--- src/rtl/stream_demux2.sv ---
// stream_demux2: registered 1-to-2 stream demultiplexer.
//
// One valid/ready input stream is routed beat by beat to output A or B
// according to in_sel (0 = A, 1 = B). Each output owns a 2-entry FIFO, so a
// stalled output only blocks beats addressed to it.
//
// Ports:
//   clk, rst_n          clock, synchronous active-low reset
//   in_valid/in_ready   input handshake; in_ready reflects the FIFO picked by in_sel
//   in_data, in_sel     input payload and route select
//   a_valid/a_ready     output A handshake, a_data = head of FIFO A
//   b_valid/b_ready     output B handshake, b_data = head of FIFO B
//   a_count, b_count    delivered-beat counters (8-bit, wrapping)
//
// Build option: define DEMUX_CNT_EN to build the delivered-beat counters;
// otherwise a_count and b_count are tied to zero (port list unchanged).

module stream_demux2 #(
    parameter int DW = 8
) (
    input  logic          clk,
    input  logic          rst_n,
    input  logic          in_valid,
    output logic          in_ready,
    input  logic [DW-1:0] in_data,
    input  logic          in_sel,
    output logic          a_valid,
    input  logic          a_ready,
    output logic [DW-1:0] a_data,
    output logic          b_valid,
    input  logic          b_ready,
    output logic [DW-1:0] b_data,
    output logic [7:0]    a_count,
    output logic [7:0]    b_count
);

    logic [DW-1:0] a_mem [2];
    logic [DW-1:0] b_mem [2];
    logic          a_wr, a_rd, b_wr, b_rd;
    logic [1:0]    a_occ, b_occ;

    logic accept, a_push, b_push, a_pop, b_pop;

    // Readiness uses only registered occupancy: a pop in the same cycle
    // never frees space for a push into a full FIFO.
    assign in_ready = in_sel ? (b_occ != 2'd2) : (a_occ != 2'd2);
    assign accept   = in_valid & in_ready;
    assign a_push   = accept & ~in_sel;
    assign b_push   = accept &  in_sel;

    assign a_valid  = (a_occ != 2'd0);
    assign b_valid  = (b_occ != 2'd0);
    assign a_data   = a_mem[a_rd];
    assign b_data   = b_mem[b_rd];
    assign a_pop    = a_valid & a_ready;
    assign b_pop    = b_valid & b_ready;

    // Storage carries no reset; contents are ignored while occupancy is 0.
    always_ff @(posedge clk) begin
        if (rst_n && a_push) a_mem[a_wr] <= in_data;
        if (rst_n && b_push) b_mem[b_wr] <= in_data;
    end

    always_ff @(posedge clk) begin
        if (!rst_n) begin
            a_wr  <= 1'b0;
            a_rd  <= 1'b0;
            a_occ <= 2'd0;
            b_wr  <= 1'b0;
            b_rd  <= 1'b0;
            b_occ <= 2'd0;
        end else begin
            if (a_push) a_wr <= ~a_wr;
            if (a_pop)  a_rd <= ~a_rd;
            case ({a_push, a_pop})
                2'b10:   a_occ <= a_occ + 2'd1;
                2'b01:   a_occ <= a_occ - 2'd1;
                default: a_occ <= a_occ;
            endcase

            if (b_push) b_wr <= ~b_wr;
            if (b_pop)  b_rd <= ~b_rd;
            case ({b_push, b_pop})
                2'b10:   b_occ <= b_occ + 2'd1;
                2'b01:   b_occ <= b_occ - 2'd1;
                default: b_occ <= b_occ;
            endcase
        end
    end

`ifdef DEMUX_CNT_EN
    logic [7:0] a_cnt_q, b_cnt_q;

    always_ff @(posedge clk) begin
        if (!rst_n) begin
            a_cnt_q <= 8'd0;
            b_cnt_q <= 8'd0;
        end else begin
            if (a_pop) a_cnt_q <= a_cnt_q + 8'd1;
            if (b_pop) b_cnt_q <= b_cnt_q + 8'd1;
        end
    end

    assign a_count = a_cnt_q;
    assign b_count = b_cnt_q;
`else
    assign a_count = 8'd0;
    assign b_count = 8'd0;
`endif

endmodule

--- config.mk ---
export PLATFORM = sky130hd
export DESIGN_NAME = stream_demux2
export DESIGN_NICKNAME = d
export VERILOG_FILES = /design/src/rtl/stream_demux2.sv
export SDC_FILE = /design/constraint.sdc
export NUM_CORES = 1
export LEC_CHECK = 0
export CAP_MARGIN = 5
export CELL_PAD_IN_SITES_DETAIL_PLACEMENT = 0
export CELL_PAD_IN_SITES_GLOBAL_PLACEMENT = 1
export CORE_MARGIN = 3
export CORE_UTILIZATION = 41
export CTS_CLUSTER_SIZE = 25
export DETAILED_ROUTE_END_ITERATION = 6
export GPL_TIMING_DRIVEN = 0
export PLACE_DENSITY = 0.8
export SETUP_SLACK_MARGIN = 0.2
export SLEW_MARGIN = 10
export SYNTH_ARGS = -nofsm -noshare
export SYNTH_HDL_FRONTEND = slang
export SYNTH_SLANG_ARGS = --single-unit
--- constraint.sdc ---
create_clock -name clk -period 6.24 [get_ports clk]
set_clock_uncertainty 0.15 [all_clocks]
set_input_delay 1.248 -clock clk [delete_from_list [all_inputs] [get_ports clk]]
set_output_delay 1.248 -clock clk [all_outputs]
set_load 0.03 [all_outputs]
==> reports/results.txt <==
hold-fix buffers at CTS - 0
crit path launch type - input pin
PnR worst setup slack - 2.05 ns
CTS Buf Count - 5
type of destination of the critical path - primary output
Die ar. - 0.00513 sq mm
clock-pin slew on the worst setup and hold paths - 0.07 ns
first-pass GRT wire length - 4.74 mm
pwr/cell area - 356 mW/mm^2
hpwl dp - 2.28 mm
Critical R2R Launch - a_occ[0]
post-synth cell types - 28
Pre-Repair DR Iteration Count - 4
top_reg_cell synth - edfxtp_1
Core Rows - 23
pin count of the biggest net entering global routing - 13
via count - 1010
diode count - 0
Max Buffers Root-to-Sink - 2
switching share of power - 32.4%
Placer Congestion - 0.775
Flop pwr share - 42.4%
Rel. slew slack - 52.3%
CTS tree - yes
internal power - 0.554 mW
synthesized instance count - 119
Min-Delay Path Class - flip-flop to flip-flop
Worst Path Arrival - 2.79 ns
top post-synthesis cells by count - 32 x edfxtp_1, 16 x buf_4, 16 x mux2_2, 10 x dfxtp_1, 6 x xnor2_1
RSZ-0062 raised after global routing - false
Initial DRC Count - 32
clock network fraction of total power - 19.4%
Post-synth EDFFs - 32
Post-route DRC - 0
worst-skew pair later-pin latency - 0.29 ns
CP Class - input pin to primary output
syn avg cell area - 14.8 sq um
Via density - 4.49
vias in the first global route - 1010
Tot GR Track Use - 12.6%
Clock Sinks - 42
IO Count - 49
layout cells sized above 1 - 27.4%
Setup TNS - 0 ns
chip width - 71.6 um
fin crit share - 67.1%
final instance area - 0.00231 sq mm
Post-Synthesis Cell Area - 0.00177 sq mm
worst-path fanout max - 6
synth warn - 0
Worst EP required - 4.84 ns
Final Hold Fails - 0
Final nets - 191
total power - 0.820 mW
crit path from - in_sel
height of the die - 71.6 um
worst vdd ir - 0.211 mV
Worst-Margin Slew - 0.713 ns
FMAX - 239 MHz
Synth top area share - 54.4%
Post-Route WL - 2.98 mm
ANT nets after route - 0
Comb pwr share - 38.1%
initial antenna violation count - 0
clock root cell - clkbuf_8
count leader, synth - edfxtp_1
Area growth syn-to-layout - 30.6%
fraction of registers with async set/reset - 0%
worst slack, placed - 2.05 ns
Yosys reg bits - 42
post-CTS setup buffers - 0
post-CTS sizing - 0
Post-DP Area - 0.00223 sq mm
number of max-cap violations - 0
hold_sp - b_wr
run status - finished clean
WL per Instance - 13.2 um
Synth area leader - edfxtp_1
total congestion overflow - 0
Max Slew Vio Count - 0
CORE AREA - 0.00409 sq mm
Psw - 0.266 mW
top cells by area, synth - edfxtp_1 54%, dfxtp_1 11%, mux2_2 10%
IO Port Bufs - 32
H-tree depth - 2
initial core utilization - 43.2%
Setup Viol. Count Final - 0
sequential-to-total area share from yosys stat - 65.7%
leakage power - 0.875 nW
Final min period - 4.19 ns
==> routing by layer <==
| layer | part of all wire (%) | up-vias | wire length (um) | track usage [%] |
|---|---|---|---|---|
| li1 | - | 502 | - | - |
| met1 | 39 | 473 | 1170 | 13.5 |
| met2 | 53 | 29 | 1580 | 22.4 |
| met3 | 6.1 | 6 | 183 | 4.35 |
| met4 | 1.7 | 0 | 50 | 5.01 |
| met5 | 0 | - | 0 | 0 |
==> registers in the layout, indices dropped and copies added (netlist names), named ones only <==
register and flops:
a_mem 16, a_occ 2, a_rd 1, a_wr 1, b_mem 16, b_occ 2, b_rd 1, b_wr 1
==> worst paths after layout <==
kind / depth (start not counted) / to / slack, ns
worst min-delay path: 1 / b_wr / 0.34
worst max register to register: 5 / a_occ[1] / 4.21
worst max-delay path: 3 / in_ready / 2.05
worst min register to register: 1 / b_wr / 0.34
==> stage by stage <==
| stage | std cells | hold WS, ns | util, % |
|---|---|---|---|
| 6_report | 225 | 0.336 | 56.5 |
| 5_1_grt | 225 | 0.371 | 56.5 |
| 4_1_cts | 225 | 0.336 | 56.5 |
| 3_5_place_dp | 218 | 0.321 | 54.5 |
| 3_3_place_gp | 216 | 0.310 | 54.0 |
| 2_1_floorplan | 134 | 0.300 | - |
==> logic make-up (layout without fill, tap and decap cells) <==
group	after synthesis	count (layout)	synth area share, %
AO/OA/AOI/OAI	8	8	3.19
XOR/XNOR	6	6	2.97
adder cells (fa/ha/maj)	2	2	1.42
buffers and inverters	21	62	8.00
flip-flops	42	42	65.7
multiplexers	17	17	10.8
other	1	16	0.212
AND/OR/NAND/NOR	22	22	7.72
==> critical path: stages <==
cell             delay [ns]
clkdlybuf4s50_1        0.62
mux2i_1                0.23
clkdlybuf4s50_1        0.69
==> placed cells by master, fill, tap and decap left out <==
cell and instances:
clkbuf_8 5, a21o_1 1, inv_1 2, nand3_1 1
buf_2 4, or3b_4 1, or2_2 2, clkinv_2 2
xnor2_1 6, o2bb2ai_1 1, edfxtp_1 32, nor4_2 1
nor2_1 2, clkbuf_1 1, conb_1 16, nor2b_1 5
buf_4 16, nand2b_1 1, nand2_1 1, nor4b_2 1
nand4_1 1, dfxtp_1 10, o21ai_0 2, mux2_2 16
and2_1 4, ha_1 2, o21a_1 2, or3_1 2
clkdlybuf4s50_1 32, a21boi_1 2, mux2i_1 1
==> power groups by stage <==
stage	logic, mW	clock network, mW	registers (mW)
2_1_floorplan	0.216	0	0.350
3_3_place_gp	0.305	0	0.353
3_5_place_dp	0.314	0	0.354
4_1_cts	0.316	0.164	0.348
5_1_grt	0.335	0.176	0.352
6_report	0.313	0.159	0.348
==> cell type report <==
type | instances | area [sq um]
Clock inverter | 2 | 10.0
Multi-Input combinational cell | 71 | 533
Clock buffer | 5 | 68.8
Inverter | 2 | 7.51
Timing Repair Buffer | 34 | 330
Sequential cell | 42 | 1160
Fill cell | 337 | 1780
Buffer | 19 | 134
Tap cell | 50 | 62.6
Power figures use the tool's default switching activity.
